### config.mk
export PLATFORM = sky130hd
export DESIGN_NAME = fetch_unit
export DESIGN_NICKNAME = d
export VERILOG_FILES = /design/src/rtl/fetch_unit.sv
export SDC_FILE = /design/constraint.sdc
export NUM_CORES = 1
export LEC_CHECK = 0
export ABC_AREA = 1
export CORE_MARGIN = 4
export CORE_UTILIZATION = 25
export DETAILED_ROUTE_END_ITERATION = 6
export PLACE_DENSITY_LB_ADDON = 0.2
export SYNTH_ARGS = -nofsm -noshare
export SYNTH_HDL_FRONTEND = slang
export SYNTH_SLANG_ARGS = --single-unit
### constraint.sdc
create_clock -name clk -period 2 [get_ports clk]
set_input_delay 0.6 -clock clk [delete_from_list [all_inputs] [get_ports clk]]
set_output_delay 0.6 -clock clk [all_outputs]
set_load 0.01 [all_outputs]
### src/rtl/fetch_unit.sv
// ============================================================================
// Module   : fetch_unit
// Purpose  : PC register and req/resp instruction-fetch sequencer feeding decode.
// Revision : 1.0 - initial release
// ============================================================================
`default_nettype none

module fetch_unit #(
  parameter logic [63:0] RESET_PC = 64'h8000_0000,
  parameter int          CNT_W    = 64
) (
  input  logic             clk,
  input  logic             rst_n,
  input  logic             i_fetch_en,
  input  logic [63:0]      i_next_pc,
  output logic [63:0]      o_current_pc,
  output logic             o_imem_req_valid,
  output logic [63:0]      o_imem_req_addr,
  input  logic             i_imem_req_ready,
  input  logic             i_imem_resp_valid,
  input  logic [31:0]      i_imem_resp_data,
  output logic             o_inst_valid,
  output logic [31:0]      o_inst,
  output logic [63:0]      o_inst_pc,
  input  logic             i_inst_ready,
  output logic             o_fetch_fault,
  output logic [CNT_W-1:0] o_retired_cnt
);

  typedef enum logic [1:0] {
    S_REQ   = 2'd0,
    S_WAIT  = 2'd1,
    S_HOLD  = 2'd2,
    S_FAULT = 2'd3
  } state_t;

  localparam logic [CNT_W-1:0] c_one = {{(CNT_W-1){1'b0}}, 1'b1};

  state_t           r_state;
  logic [63:0]      r_pc;
  logic [31:0]      r_inst;
  logic             r_fault;
  logic [CNT_W-1:0] r_cnt;
  logic             w_req_valid;

  // Request follows fetch_en directly so a deasserted enable withdraws it in the same cycle.
  assign w_req_valid = rst_n && (r_state == S_REQ) && i_fetch_en;

  always_ff @(posedge clk or negedge rst_n) begin
    if (!rst_n) begin
      r_state <= S_REQ;
      r_pc    <= RESET_PC;
      r_inst  <= 32'h0;
      r_fault <= 1'b0;
      r_cnt   <= '0;
    end else begin
      case (r_state)
        S_REQ: begin
          if (w_req_valid && i_imem_req_ready) begin
            r_state <= S_WAIT;
          end
        end
        S_WAIT: begin
          if (i_imem_resp_valid) begin
            r_inst  <= i_imem_resp_data;
            r_state <= S_HOLD;
          end
        end
        S_HOLD: begin
          if (i_inst_ready) begin
            r_pc  <= i_next_pc;
            r_cnt <= r_cnt + c_one;
            if (i_next_pc[1:0] == 2'b00) begin
              r_state <= S_REQ;
            end else begin
              r_state <= S_FAULT;
              r_fault <= 1'b1;
            end
          end
        end
        default: begin
          r_state <= S_FAULT;
        end
      endcase
    end
  end

  assign o_current_pc     = r_pc;
  assign o_imem_req_valid = w_req_valid;
  assign o_imem_req_addr  = r_pc;
  assign o_inst_valid     = (r_state == S_HOLD);
  assign o_inst           = r_inst;
  assign o_inst_pc        = r_pc;
  assign o_fetch_fault    = r_fault;
  assign o_retired_cnt    = r_cnt;

endmodule

`default_nettype wire

==> results of run 1 <==
-- report_power, final --
| group | internal, uW | switching, uW | total, uW |
|---|---|---|---|
| registers | 4330 | 818 | 5140 |
| clock network | 1890 | 1470 | 3350 |
| logic | 3450 | 3220 | 6680 |
-- routing by layer --
layer  vias to the layer above  track usage, %
met5                         -               0
met4                         0            4.45
met3                        27            3.85
met2                       251            28.3
met1                      3529            18.5
li1                       3611               -
-- kinds of logic after synthesis --
| kind of cell | after synthesis |
|---|---|
| xor gates and xnor gates | 47 |
| and+or+nand+nor | 527 |
| muxes | 32 |
| buffers and inverters | 200 |
| DFF | 163 |
| adders and majority gates | 1 |
| AOI/OAI and AO/OA | 9 |
-- metrics by stage --
step | util [%] | hold slack, ns | cells | power [uW] | area, um^2
2_1_floorplan | - | 0.304 | 979 | 9320 | 8410
4_1_cts | 38.7 | 0.405 | 1767 | 15600 | 12700
5_1_grt | 38.9 | 0.429 | 1767 | 16200 | 12800
6_report | 38.9 | 0.399 | 1767 | 15200 | 12800
3_3_place_gp | 37.0 | 0.450 | 1704 | 13000 | 12200
3_5_place_dp | 37.0 | 0.469 | 1704 | 13100 | 12200
-- registers in the layout, indices dropped and copies added, names as in the netlist --
register / flops
o_current_pc: 64
o_retired_cnt: 64
o_inst: 32
r_state: 2
o_fetch_fault: 1
-- timing repair --
action	4_1_cts	5_1_grt
pin swaps	0	1
hold endpoints to repair	0	0
buffers inserted	31	0
gates resized for setup	278	27
endpoints found under the setup margin	263	27
hold buffers	0	0
-- layout make-up --
| cell class | instances | area (um^2) | share of cell area [%] |
|---|---|---|---|
| Clock buffer | 18 | 439 | 3.44 |
| Inverter | 54 | 203 | 1.59 |
| Sequential cell | 163 | 4110 | 32.2 |
| Tap cell | 442 | 553 | 4.33 |
| Timing Repair Buffer | 460 | 4230 | 33.1 |
| Multi-Input combinational cell | 616 | 3090 | 24.2 |
| Clock inverter | 14 | 154 | 1.20 |
-- worst paths after layout --
path,depth (start not counted),startpoint,end,slack [ns]
min in group clk,1,o_retired_cnt[63],o_retired_cnt[63],0.47
hold reg to reg,1,o_retired_cnt[63],o_retired_cnt[63],0.47
setup reg to reg,7,o_retired_cnt[1],o_retired_cnt[38],0.15
setup / recovery,1,o_retired_cnt[49],o_retired_cnt[49],0.04
max in group asynchronous,3,rst_n,o_retired_cnt[12],0.96
hold / removal,3,rst_n,o_current_pc[39],0.40
-- cell usage in the layout (no fill, tap or decap), drive strengths merged, types with 19 or more instances in the layout --
| cell | synthesis | routed |
|---|---|---|
| nand4 | 22 | 22 |
| dlymetal6s2s | 0 | 25 |
| nor3 | 23 | 23 |
| xnor2 | 23 | 23 |
| nand2 | 337 | 337 |
| inv | 54 | 58 |
| nand3 | 33 | 33 |
| dlygate4sd2 | 0 | 245 |
| clkdlybuf4s50 | 0 | 119 |
| nor2 | 100 | 100 |
| xor2 | 24 | 24 |
| clkbuf | 7 | 19 |
| buf | 139 | 70 |
| mux2 | 32 | 32 |
| dfrtp | 162 | 162 |
==> results summary, run 1 <==
The run finished with clean final reports. The kind of critical path is reg2out. The cell count after synthesis came out at 979. For this design the static power due to leakage is 0.00660 uW. The number of diodes added for antenna fixing came out at 0. The starting density of the core is 25.6%. In this run the number of H-tree levels came out at 4.

For this design the ratio of total power to cell area is 1190 nW/um^2. The number of CTS-inserted buffers is 17. The floorplan has 66 rows. The initial antenna violation count is 0. The actual slew at the worst max-slew pin came out at 0.747 ns.

The number of endpoints with negative hold slack in the final report is 0. The core outline area came out at 32900 um^2. The shortest period the worst path allows came out at 1.96 ns. For this run, design rule violations remaining after detail routing come to 0. Routed signal wires occupy layers up through met4.

Counting instances in the post-synthesis netlist gives the leading cell types as nand2_1 (335), dfrtp_1 (162), buf_4 (128). The worst setup path is launched from a flip-flop. The total via count in the routed design is 7418. The total wire length is 29300 um. The maximum vdd drop is 0.617 mV. The worst hold-check path type is in2async. The adder and majority gate portion of the synthesized area is 0.149%. The global placer's final weighted congestion is 0.845. The pin count of the biggest net entering global routing came out at 128.

The clock reaches the later pin of the worst-skew pair after 0.44 ns. After detailed routing, the met2 layer carries 15100 um of wire. In this run the worst path has a maximum fanout of 2. For this run, the post-layout net count is 1415. The clock tree skew after final layout came out at 0.0107 ns. The floorplan step defined a die boundary enclosing about 37000 um^2. STA classifies the critical path endpoint as an output pin. The wire length on met3 came out at 2030 um. The critical path data arrival time is 1.36 ns. By area the synthesized netlist is led by dfrtp_1 (48%), nand2_1 (15%), buf_4 (11%), mux2_2 (4.3%), nor2_1 (3.8%).

The worst pin sits at a relative slew slack of 50.2%. The accumulated negative setup slack came out at 0 ns. The flop and latch count out of synthesis is 163. The multiplexer share of the synthesized area is 4.28%. The HPWL after detailed placement is 22300 um. The horizontal extent of the die came out at 191 um. The count of endpoints failing setup in the final report came out at 0. nand2_1 is the most common cell in the netlist. Setup repair after global routing left no endpoint under its margin. The minimum setup slack in the final design came out at around 0.043 ns.

The count of flip-flops with a built-in enable after synthesis came out at 0. Counting both buffers and inverters, the worst setup path holds a total of 1. The clock-pin slew of the registers on the worst-case setup and hold paths is 0.07 ns. After detailed routing, the wire length on met1 is around 12000 um.

The critical path goes through clkdlybuf4s50_1. The number of fill cells in the layout is approximately 3500. dfrtp_1 takes more of the synthesized area than any other cell.

In this run the tool buffered the top-level ports with 392 buffer cells. Dividing the detail-routed wire length by the instance count gives roughly 17 um. Across every metal layer, demand over resource in global routing totals 15.7%. The floorplan step set the die height to 191 um. The mean post-synth cell area came out at 8.59 um^2. The number of max-slew violations in the final report came to 0.

The total overflow left after global routing is 0. The remaining antenna violation count is 0. In this run, distinct cell masters in the synthesized netlist total 31. The per-cell via count in the routed design came out at 4.20. The area growth from synthesis to layout came out at 52.0%. The gate family responsible for the most delay along the worst path is buffers and inverters. Max-cap violations in this run came to 0. Data on the critical path is required at its endpoint by 1.40 ns. The synthesized-area fraction occupied by xor and xnor cells is 4.89%. The clock net in this run drives a total of 163 sinks. The final worst-path cycle share came out at a little over nine tenths.

The first detailed-routing pass took 4 iterations. The iteration-0 DRC count of the detailed router came out at approximately 350. The post-synthesis sequential area ratio is roughly 49%. The share of Yosys cell area claimed by the top area cell type came out at between 40 and 50%. The area fraction in compound gates after synthesis came out at 0.625%.

The master of the slowest instance on the critical path is clkdlybuf4s50_1. The combinational family with the most area after synthesis is simple AND/OR/NAND/NOR gates. The cell area that synthesis handed to floorplanning was 8410 um^2. The Yosys warning count is 0. TritonCTS built the clock tree. The root cell of the clock tree is clkbuf_16. The peak clock frequency supported by timing came out at 0.511 GHz.

The maximum single-stage delay on the critical path came out at 0.55 ns. The fraction of synthesis flops using an asynchronous set or reset pin came out at 100%. The synthesized netlist net count is about 1100.

The top flip-flop cell by instance count after synthesis is dfrtp_1. The number of buffers on the longest clock path is 2. The number of global-route vias before repair was 7400. OpenSTA, run right after detailed placement, puts the worst setup slack at -0.510 ns. The share of post-route cells with drive strength above 1 is ~14%. The number of top-level design ports is 393. The simple-gate share of the synthesized area is 26.7%.

The first-pass GRT wire length is 44200 um.
Note: power is estimated with default switching activity, not from simulation.
==> run 2, diff against run 1 <==
--- a/config.mk
+++ b/config.mk
@@ -9,6 +9,7 @@
 export CORE_MARGIN = 4
 export CORE_UTILIZATION = 25
 export DETAILED_ROUTE_END_ITERATION = 6
+export GPL_TIMING_DRIVEN = 0
 export PLACE_DENSITY_LB_ADDON = 0.2
 export SYNTH_ARGS = -nofsm -noshare
 export SYNTH_HDL_FRONTEND = slang
==> run 2 against run 1 <==
Against the previous run: final cell count increased by 9.3%; design area increased by 10%; total power increased by 15%; critical path type unchanged; largest power group unchanged; critical endpoint is now o_retired_cnt[54]; register-to-register slack about the same; combinational power increased by 34%; worst setup slack improved by 0.015 ns; clock power about the same; global-route usage increased by 1.2 points; die area unchanged.
==> results summary, run 2 (same netlist as run 1, synthesis figures left out) <==
The worst path buffer plus inverter count was 1 (unchanged). The area growth from synthesis to layout is 67.8% (was 52.0%). The share of the core filled with cells in the final layout is 42.9% (was 38.9%).

The peak clock frequency supported by timing came out at 0.515 GHz (was 0.511 GHz). The number of nets in the layout is 1579 (was 1415). The shortest period the worst path allows is 1.94 ns (was 1.96 ns).

The remaining antenna violation count is 0 (unchanged). The share of post-route cells with drive strength above 1 came out at 25.3% (was 14.4%). The cell count of the worst reg-to-reg path came out at 8 (was 7).

The pin count of the biggest net entering global routing is 50 (was 128). The all-layer global routing usage is 16.9% (was 15.7%). The initial antenna violation count is 0 (unchanged). The number of endpoints with negative hold slack in the final report came out at 0 (unchanged). Cell chain of the critical path: clkdlybuf4s50_1 (unchanged). The horizontal extent of the die is 191 um (unchanged). The type of destination of the critical path is an output pin (unchanged).

The final worst-path cycle share was 97.1% (was 97.9%). The global placer's final weighted congestion came to 0.854 (was 0.845). The reg-to-reg critical path startpoint was o_retired_cnt[1] (unchanged). The count of max-cap constraint violations was 0 (unchanged).

The clock latency of the later-clocked register in the worst-skew pair is 0.44 ns (about the same). The accumulated negative setup slack is 0 ns (unchanged). The number of max-slew violations in the final report came out at 0 (unchanged). The minimum setup slack in the final design came out at 0.0577 ns (was 0.0426 ns). The amount of wire on met2 after detailed routing was 16800 um (was 15100 um). The highest fanout seen on the critical path is 2 (unchanged). The terminus of the critical flop-to-flop path is o_retired_cnt[28] (was o_retired_cnt[38]). The worst hold-check path type is in2async (unchanged).

The clock tree skew after final layout is 0.0164 ns (was 0.0107 ns). The detailed-routing wirelength on met1 came to 12700 um (was 11700 um). The number of global-route vias before repair was 8088 (was 7400). The maximum single-stage delay on the critical path was 0.55 ns (about the same). The clock-pin slew of the registers on the worst-case setup and hold paths is 0.07 ns (about the same). The count of endpoints failing setup in the final report is 0 (unchanged). The number of diodes added for antenna fixing is 0 (unchanged). The iteration-0 DRC count of the detailed router came out at 299 (was 348).

The sum of overflow across all layers after global routing is 0 (unchanged). The final design instance area without fill is 14100 um^2 (was 12800 um^2). The static leakage power was 0.00744 uW (was 0.00660 uW).

The root cell of the clock tree is clkbuf_16 (unchanged). The first-pass GRT wire length is 47400 um (was 44200 um). The per-cell via count in the routed design came out at 4.15 (was 4.20). The standard-cell row count is 66 (unchanged). The highest metal layer with signal wires was met4 (unchanged). The power per cell area is 1240 nW/um^2 (was 1190 nW/um^2).

The data required time at the worst endpoint was 1.40 ns (about the same). The actual slew at the worst max-slew pin came out at 0.743 ns (was 0.747 ns). The starting density of the core is 25.6% (unchanged). The worst max-slew margin expressed relative to the limit came out at 50.3% (was 50.2%). The number of buffers on the longest clock path came out at 2 (unchanged). The critical path data arrival time is 1.34 ns (was 1.36 ns). The worst-case register-to-register setup slack is 0.15 ns (about the same). The overall die area is 36600 um^2 (unchanged). The routed wirelength normalized by instance count is 16.5 um (was 16.6 um). The total wire length is 31900 um (was 29300 um). The wire length on met3 was 1910 um (was 2030 um). The remaining design rule violation count came to 0 (unchanged).

The clock sink count came out at 163 (unchanged). The number of search-and-repair iterations in the first detailed-routing pass came out at 5 (was 4). The HPWL after detailed placement was 23800 um (was 22300 um).

The core outline area was 32900 um^2 (unchanged). The gate family responsible for the most delay along the worst path is buffers and inverters (unchanged). Most used cells in the layout excluding fill and tap cells: nand2_1 (334), buf_4 (236), dlygate4sd2_1 (193), dfrtp_1 (140), clkdlybuf4s50_1 (130) (was nand2_1 (335), dlygate4sd2_1 (245), dfrtp_1 (136), clkdlybuf4s50_1 (119), nor2_1 (85)). The total via count in the routed design is 8005 (was 7418). The most frequent standard cell in the layout excluding fill and tap cells is nand2_1 (unchanged). The number of CTS-inserted buffers is 17 (unchanged). Run status: complete, no violations (unchanged). The number of H-tree branching levels came out at 4 (unchanged). The nature of the critical path startpoint is a flip-flop (unchanged). The maximum vdd drop is 0.485 mV (was 0.617 mV). The clock tree from TritonCTS is built (unchanged). The number of port buffers was 392 (unchanged). The post-placement worst setup slack came to -1.15 ns (was -0.510 ns). The die extent in y came to 191 um (unchanged).

The post-detailed-placement cell area came to 12900 um^2 (was 12200 um^2). The kind of critical path is reg2out (unchanged). The master of the slowest instance on the critical path was clkdlybuf4s50_1 (unchanged). The number of top-level design ports came out at 393 (unchanged).
-- run 2: cell types whose count changed in the layout (fill, tap and decap cells not counted), moves of 5 or more --
cell / before / now
buf_4: 64 / 236
clkdlybuf4s15_1: 0 / 7
clkdlybuf4s50_1: 119 / 130
clkbuf_1: 0 / 6
dlygate4sd2_1: 245 / 193
buf_2: 1 / 7
clkinvlp_4: 5 / 0
-- run 2: final cells by class --
type,instances,area (um^2)
Buffer,145,1050
Clock buffer,20,467
Tap cell,442,553
Clock inverter,12,139
Fill cell,3427,18800
Inverter,54,203
Multi-Input combinational cell,616,3110
Sequential cell,163,4110
Timing Repair Buffer,479,4480
-- run 2: timing repair --
action,4_1_cts,5_1_grt
setup buffers,68,11
hold buffers,0,2
pin swaps,0,2
resized for setup,303,45
gates cloned,3,2
hold endpoints to repair,0,31
endpoints found under the setup margin,296,52
-- run 2: per-layer routing --
metal / track usage [%] / up-vias
li1: - / 3946
met1: 19.5 / 3779
met2: 31.1 / 256
met3: 4.00 / 24
met4: 4.59 / 0
met5: 0 / -
-- run 2: how the worst max path moves through the flow --
stage                                   end  slack (ns)              start  cells after the start
final                     o_retired_cnt[54]        0.06  o_retired_cnt[54]                      1
after global routing      o_retired_cnt[57]      -0.003         r_state[0]                      9
after CTS                  o_imem_req_valid       -0.07              rst_n                      5
after detailed placement   o_imem_req_valid       -1.15              rst_n                      5
after global placement     o_imem_req_valid       -7.05              rst_n                      4
after floorplan           o_retired_cnt[60]        0.43   o_retired_cnt[1]                     10
-- run 2: power by group --
| part | internal (uW) | total (uW) | switching, uW |
|---|---|---|---|
| sequential | 4330 | 5200 | 876 |
| clock | 1870 | 3360 | 1490 |
| combinational | 5250 | 8940 | 3690 |
-- run 2: through the flow --
| step | total power [uW] | instances | hold WS, ns |
|---|---|---|---|
| floorplan | 9320 | 979 | 0.304 |
| global placement | 14700 | 1813 | 0.441 |
| global route | 18700 | 1931 | 0.102 |
| CTS | 17800 | 1916 | 0.00841 |
| finish | 17500 | 1931 | 0.129 |
| detailed placement | 14800 | 1814 | 0.451 |
